===== config.mk =====
export PLATFORM = sky130hd
export DESIGN_NAME = icache_fetch_flat
export DESIGN_NICKNAME = d
export VERILOG_FILES = /design/src/rtl/icache_fetch_pkg.sv /design/src/rtl/icache_fetch_if.sv /design/src/rtl/icache_fetch_frame_array.sv /design/src/rtl/icache_fetch.sv /design/src/flat_wrapper.sv
export SDC_FILE = /design/constraint.sdc
export NUM_CORES = 1
export LEC_CHECK = 0
export ABC_AREA = 1
export CAP_MARGIN = 20
export CORE_MARGIN = 2
export CORE_UTILIZATION = 46
export CTS_BUF_LIST = sky130_fd_sc_hd__clkbuf_4 sky130_fd_sc_hd__clkbuf_8 sky130_fd_sc_hd__clkbuf_16
export DETAILED_ROUTE_END_ITERATION = 10
export PLACE_DENSITY = 0.67
export SYNTH_ARGS = -nofsm -noshare
export SYNTH_HDL_FRONTEND = slang
export SYNTH_SLANG_ARGS = --single-unit

===== constraint.sdc =====
create_clock -name CLK -period 4.8 [get_ports CLK]
set_input_delay 1.2 -clock CLK [delete_from_list [all_inputs] [get_ports CLK]]
set_output_delay 1.2 -clock CLK [all_outputs]
set_load 0.01 [all_outputs]

===== src/rtl/icache_fetch_pkg.sv =====
// Shared types for the direct-mapped instruction cache: address slicing,
// frame layout and fetch FSM states for the default 16-set configuration.
package icache_fetch_pkg;

    localparam int unsigned ISETS  = 16;
    localparam int unsigned IIDX_W = $clog2(ISETS);
    localparam int unsigned ITAG_W = 30 - IIDX_W;

    typedef struct packed {
        logic [ITAG_W-1:0] tag;
        logic [IIDX_W-1:0] idx;
        logic [1:0]        bytoff;
    } icachef_t;

    typedef struct packed {
        logic              valid;
        logic [ITAG_W-1:0] tag;
        logic [31:0]       data;
    } icache_frame_t;

    typedef enum logic {
        IDLE = 1'b0,
        FILL = 1'b1
    } icache_state_t;

endpackage


===== src/rtl/icache_fetch_if.sv =====
// Fetch-side and memory-side signals of the instruction cache; the cache
// modport is the cache's view, dp is the datapath/memory environment's view.
interface icache_if;

    logic        imemREN;
    logic [31:0] imemaddr;
    logic        ihit;
    logic [31:0] imemload;
    logic        iinvalidate;
    logic        iREN;
    logic [31:0] iaddr;
    logic        iwait;
    logic [31:0] iload;

    modport cache (
        input  imemREN, imemaddr, iinvalidate, iwait, iload,
        output ihit, imemload, iREN, iaddr
    );

    modport dp (
        output imemREN, imemaddr, iinvalidate, iwait, iload,
        input  ihit, imemload, iREN, iaddr
    );

endinterface


===== src/rtl/icache_fetch_frame_array.sv =====
// Valid/tag/data storage for the instruction cache: one combinational read
// port, one write port, and a bulk invalidate that takes priority over writes.
module icache_frame_array #(
    parameter int unsigned SETS  = 16,
    parameter int unsigned IDX_W = $clog2(SETS),
    parameter int unsigned TAG_W = 30 - IDX_W
) (
    input  logic             CLK,
    input  logic             nRST,
    input  logic [IDX_W-1:0] ridx,
    output logic             rvalid,
    output logic [TAG_W-1:0] rtag,
    output logic [31:0]      rdata,
    input  logic             we,
    input  logic [IDX_W-1:0] widx,
    input  logic [TAG_W-1:0] wtag,
    input  logic [31:0]      wdata,
    input  logic             inval
);

    logic [SETS-1:0]  valid;
    logic [TAG_W-1:0] tags  [SETS];
    logic [31:0]      words [SETS];

    always_ff @(posedge CLK, negedge nRST) begin
        if (!nRST) begin
            valid <= '0;
        end else if (inval) begin
            valid <= '0;
        end else if (we) begin
            valid[widx] <= 1'b1;
        end
    end

    // Tag/data are left unreset; a set is only trusted once its valid bit is set.
    always_ff @(posedge CLK) begin
        if (we) begin
            tags[widx]  <= wtag;
            words[widx] <= wdata;
        end
    end

    assign rvalid = valid[ridx];
    assign rtag   = tags[ridx];
    assign rdata  = words[ridx];

endmodule


===== src/rtl/icache_fetch.sv =====
// Direct-mapped one-word-per-set instruction cache with zero-cycle hits and
// a blocking single-request fill from the memory arbiter on a miss.
module icache_fetch
    import icache_fetch_pkg::*;
#(
    parameter int unsigned SETS = 16
) (
    input  logic     CLK,
    input  logic     nRST,
    icache_if.cache  cif
);

    localparam int unsigned IDX_W = $clog2(SETS);
    localparam int unsigned TAG_W = 30 - IDX_W;

    icache_state_t    state, next_state;
    logic [29:0]      miss_word;
    logic [IDX_W-1:0] req_idx;
    logic [TAG_W-1:0] req_tag;
    logic             rvalid;
    logic [TAG_W-1:0] rtag;
    logic [31:0]      rdata;
    logic             hit;
    logic             miss_start;
    logic             fill_done;
    logic             unused_bytoff;

    assign req_idx       = cif.imemaddr[IDX_W+1:2];
    assign req_tag       = cif.imemaddr[31:IDX_W+2];
    assign unused_bytoff = ^cif.imemaddr[1:0];

    icache_frame_array #(
        .SETS  (SETS),
        .IDX_W (IDX_W),
        .TAG_W (TAG_W)
    ) u_frames (
        .CLK    (CLK),
        .nRST   (nRST),
        .ridx   (req_idx),
        .rvalid (rvalid),
        .rtag   (rtag),
        .rdata  (rdata),
        .we     (fill_done),
        .widx   (miss_word[IDX_W-1:0]),
        .wtag   (miss_word[29:IDX_W]),
        .wdata  (cif.iload),
        .inval  (cif.iinvalidate)
    );

    // A pending invalidate suppresses both hits and new misses in IDLE.
    assign hit        = (state == IDLE) && cif.imemREN && !cif.iinvalidate
                        && rvalid && (rtag == req_tag);
    assign miss_start = (state == IDLE) && cif.imemREN && !cif.iinvalidate && !hit;
    assign fill_done  = (state == FILL) && !cif.iwait;

    always_ff @(posedge CLK, negedge nRST) begin
        if (!nRST) begin
            state     <= IDLE;
            miss_word <= '0;
        end else begin
            state <= next_state;
            if (miss_start) begin
                miss_word <= cif.imemaddr[31:2];
            end
        end
    end

    // The fill always runs to completion; redirects and dropped requests are
    // looked up afresh once back in IDLE.
    always_comb begin
        next_state = state;
        case (state)
            IDLE: if (miss_start) next_state = FILL;
            FILL: if (fill_done)  next_state = IDLE;
            default: next_state = IDLE;
        endcase
    end

    always_comb begin
        cif.ihit     = 1'b0;
        cif.imemload = '0;
        cif.iREN     = 1'b0;
        cif.iaddr    = '0;
        if (hit) begin
            cif.ihit     = 1'b1;
            cif.imemload = rdata;
        end
        if (state == FILL) begin
            cif.iREN  = 1'b1;
            cif.iaddr = {miss_word, 2'b00};
        end
    end

endmodule


===== src/flat_wrapper.sv =====
// flat-port wrapper written by rule: the top's interface ports become plain ports
module icache_fetch_flat import icache_fetch_pkg::*;
#(
    parameter int unsigned SETS = 16
)
  (CLK, nRST, cif_imemREN, cif_imemaddr, cif_iinvalidate, cif_iwait, cif_iload, cif_ihit, cif_imemload, cif_iREN, cif_iaddr);
  icache_if cif_i ();
  input  logic CLK;
  input  logic nRST;
  input wire logic [$bits(cif_i.imemREN)-1:0] cif_imemREN;
  input wire logic [$bits(cif_i.imemaddr)-1:0] cif_imemaddr;
  input wire logic [$bits(cif_i.iinvalidate)-1:0] cif_iinvalidate;
  input wire logic [$bits(cif_i.iwait)-1:0] cif_iwait;
  input wire logic [$bits(cif_i.iload)-1:0] cif_iload;
  output wire logic [$bits(cif_i.ihit)-1:0] cif_ihit;
  output wire logic [$bits(cif_i.imemload)-1:0] cif_imemload;
  output wire logic [$bits(cif_i.iREN)-1:0] cif_iREN;
  output wire logic [$bits(cif_i.iaddr)-1:0] cif_iaddr;
  assign cif_i.imemREN = cif_imemREN;
  assign cif_i.imemaddr = cif_imemaddr;
  assign cif_i.iinvalidate = cif_iinvalidate;
  assign cif_i.iwait = cif_iwait;
  assign cif_i.iload = cif_iload;
  assign cif_ihit = cif_i.ihit;
  assign cif_imemload = cif_i.imemload;
  assign cif_iREN = cif_i.iREN;
  assign cif_iaddr = cif_i.iaddr;
  icache_fetch #(.SETS(SETS)) u_core (.CLK(CLK), .nRST(nRST), .cif(cif_i));
endmodule

==> results.rst <==
.. list-table::
   :header-rows: 1

   * - Metric
     - Value
   * - Slowest cell on the critical path
     - clkdlybuf4s15_1
   * - Final wirelength
     - around 100000 um
   * - First-pass GRT wire length
     - 156100 um
   * - Antenna violations before repair
     - 4
   * - Largest net degree at the start of global routing
     - approximately 100
   * - Required time of the worst setup path
     - approximately 3600 ps
   * - CTS buffer count
     - 98
   * - Cell type group with the largest total delay on the critical path
     - simple AND/OR/NAND/NOR gates
   * - Cell with the most instances on the worst path
     - nand3_1
   * - Clk_lat worst skew
     - 660 ps
   * - Sequential area share after synthesis
     - 72.73%
   * - Run status
     - completed
   * - Share of layout cells above drive strength 1
     - 11.55%
   * - Setup TNS after final layout
     - 0 ps
   * - Die Outline Area
     - between 0.08 and 0.09 mm^2
   * - Height of the die
     - ~300 um
   * - Arrival time reported for the critical path endpoint
     - around 3500 ps
   * - Effective utilization at floorplan
     - approximately 46%
   * - Class of the tightest hold or removal check
     - register to register
   * - Actual transition at the worst max-transition pin
     - around 940 ps
   * - Post-DP HPWL
     - between 50000 and 60000 um
   * - Htree depth
     - 3
   * - Gpl congestion
     - 0.8448
   * - Crit path buffers/inverters
     - 5
   * - Synth Register Bits
     - roughly 1000
   * - CTS root buffer
     - clkbuf_16
   * - TritonCTS clock tree
     - built
   * - Crit end category
     - output port
   * - Critical-path maximum fanout
     - 33
   * - Static leakage
     - about 18 nW
   * - Post-detailed-route wirelength per cell
     - 21.75 um
   * - PD cells
     - slightly below 400 mW/mm^2
   * - Unrepaired setup endpoints after global routing
     - yes
   * - Most common library cell in the layout ignoring fill and taps
     - edfxtp_1
   * - Maximum VDD drop
     - between 0.3 and 0.4 mV
   * - Clock Tree Buf Depth
     - 3
   * - Number of standard cells in the final layout excluding fillers
     - ~4800
   * - Vias after detailed routing
     - between 20000 and 30000
   * - Final hold violation count
     - 0
   * - Type of the worst setup path
     - input port to output port
   * - Antenna violation net count after detailed routing
     - 0
   * - Tot Pwr
     - between 0.015 and 0.02 W
   * - Setup slack at placement
     - -338.5 ps
   * - Yosys warnings
     - 0
   * - Minimum setup slack in the final design
     - 107.1 ps
   * - Critical-path cell list
     - buf_6, inv_8, buf_12, nand3_1, nand3_1, nand3_1, nand3_1, nand3_1, nor2_1, nand3b_1, nor2_1, nand2_2, buf_12, nor2_1, clkdlybuf4s15_1
   * - # nets final
     - 3623
   * - Die span in x
     - about 300 um
   * - Achievable Freq
     - 0.2131 GHz
   * - Post-Synthesis Cells
     - approximately 3300
   * - Part of the cycle the worst path needs
     - a little over nine tenths
   * - Core ar.
     - ~0.086 mm^2
   * - Worst relative slew slack
     - 37.02%
   * - Max Clock Skew
     - 30.31 ps
   * - Initial DRC Count
     - roughly 2800
   * - Global routing usage summed across all routing layers
     - 23.10%
   * - DRC violations left
     - 0
   * - Mean cell area of the mapped netlist
     - ~12 um^2
   * - CP max stage delay
     - between 200 and 250 ps
   * - Area of the mapped netlist
     - between 0.03 and 0.04 mm^2
   * - Final min period
     - around 4700 ps
   * - Number of detailed-route iterations in the first pass
     - 7
   * - Maximum capacitance violations
     - 0
   * - Cell Count Post-Placement
     - about 4600
   * - Highest-count cells in the layout ignoring fill and taps
     - 928 x edfxtp_1, 907 x nand2_1, 280 x nand3_1
   * - Clock transition at the registers of the reported paths
     - about 60 ps
   * - FP Rows
     - ~110
   * - Via count of the first global-routing pass
     - around 25000
   * - Sort of element at the start of the critical path
     - input port
   * - Number of port buffers
     - 130
   * - Number of pins exceeding their max-slew limit in the final report
     - 0
   * - Final count of negative-setup-slack endpoints
     - 0
   * - Remaining global-route overflow
     - 0
   * - Detailed-route vias per instance
     - ~5.6
   * - Clk sinks
     - 975
   * - Io pins
     - ~140
   * - Synth-to-layout area growth
     - 17.51%
   * - Cell variety after synth
     - 32
[metal layers]
| metal | wire length [um] | GRT usage, % |
|---|---|---|
| met4 | 3145 | 7.669 |
| met2 | 48060 | 36.24 |
| met5 | 49 | 0 |
| met1 | 44510 | 33.33 |
| met3 | 8459 | 3.388 |
[Yosys cell counts]
cell type,number,area (um^2)
a21o_1,1,7.510
a21oi_1,255,1276
a221oi_1,106,928.4
a311o_1,22,220.2
and3_1,1,6.260
buf_1,28,105.1
buf_2,66,330.3
buf_4,14,105.1
buf_6,13,146.4
clkbuf_1,91,341.6
conb_1,1,3.750
dfrtp_1,47,1176
edfxtp_1,928,27870
inv_1,219,822.0
inv_2,2,7.510
inv_4,1,6.260
nand2_1,910,3416
nand2_2,1,6.260
nand3_1,283,1416
nand3b_1,4,30.03
nand4_1,5,31.28
nor2_1,194,728.2
nor3_1,3,15.01
nor3b_1,1,7.510
o211ai_1,34,255.2
o21ai_0,52,260.3
o21ai_1,20,100.1
o21ba_2,5,50.05
o31ai_1,29,217.7
o32ai_1,3,26.28
or2_0,1,6.260
or2_2,3,18.77
[through the flow]
step / utilization, % / instance area (um^2) / hold WS, ps
6_report: 54.35 / 46930 / 505.0
5_1_grt: 54.34 / 46930 / 525.8
4_1_cts: 54.45 / 47020 / 499.8
3_5_place_dp: 50.79 / 43850 / 486.5
3_3_place_gp: 50.79 / 43850 / 472.5
2_1_floorplan: - / 39940 / 460.8
[report_power, final]
part	leakage [nW]	switching, W	total (W)	internal, W
logic	6.99	0.000901	0.00140	0.000496
registers	9.00	0.000250	0.00990	0.00965
clock network	1.55	0.00314	0.00729	0.00415
[what timing repair did]
| action | in CTS | in global routing |
|---|---|---|
| setup buffers | 0 | 0 |
| setup endpoints to repair | 33 | 33 |
| pin swaps | 1 | 1 |
| gates resized for setup | 48 | 66 |
| gates cloned | 2 | 1 |
| hold buffers | 0 | 0 |
[worst paths after layout]
kind	start	to	slack (ps)	cells past startpoint
max reg2reg	u_core.state	u_core.u_frames.words[10][26]	2030	6
min reg2reg	u_core.u_frames.valid[12]	u_core.u_frames.valid[12]	500	1
min	u_core.u_frames.valid[12]	u_core.u_frames.valid[12]	500	1
max	cif_imemaddr[3]	cif_imemload[30]	110	15
max in group asynchronous	nRST	u_core.miss_word[6]	3310	2
min in group asynchronous	nRST	u_core.miss_word[17]	680	1
[sequential cells by signal (all words and copies together), names as in the netlist]
register / flops
u_core.u_frames.words: 512
u_core.u_frames.tags: 416
u_core.miss_word: 30
u_core.u_frames.valid: 16
u_core.state: 1
[kinds of logic (layout without fill, tap and decap cells)]
| group | count (synthesis) | count (layout) | share of synthesized area (%) |
|---|---|---|---|
| flip-flops | 975 | 975 | 72.73 |
| AO/OA/AOI/OAI | 527 | 527 | 8.369 |
| other | 1 | 3 | 0.009390 |
| AND/OR/NAND/NOR | 1406 | 1406 | 14.23 |
| buffers and inverters | 434 | 725 | 4.668 |
[cell type report]
type | count | area [um^2]
antenna | 1 | 2.502
multi-input combinational | 1935 | 9188
fill | 7065 | 39420
sequential | 975 | 29040
tap | 1155 | 1445
timing repair inverter | 1 | 8.758
clock buffer | 133 | 2770
timing repair buffer | 321 | 3282
clock inverter | 48 | 324.1
inverter | 222 | 864.6
[worst register-to-register path: cells and delay by family (launching register included)]
family | cells | cell delay [ps]
buffers and inverters | 3 | 990
flip-flops | 1 | 340
AND/OR/NAND/NOR | 3 | 1140
Power figures use the tool's default switching activity.
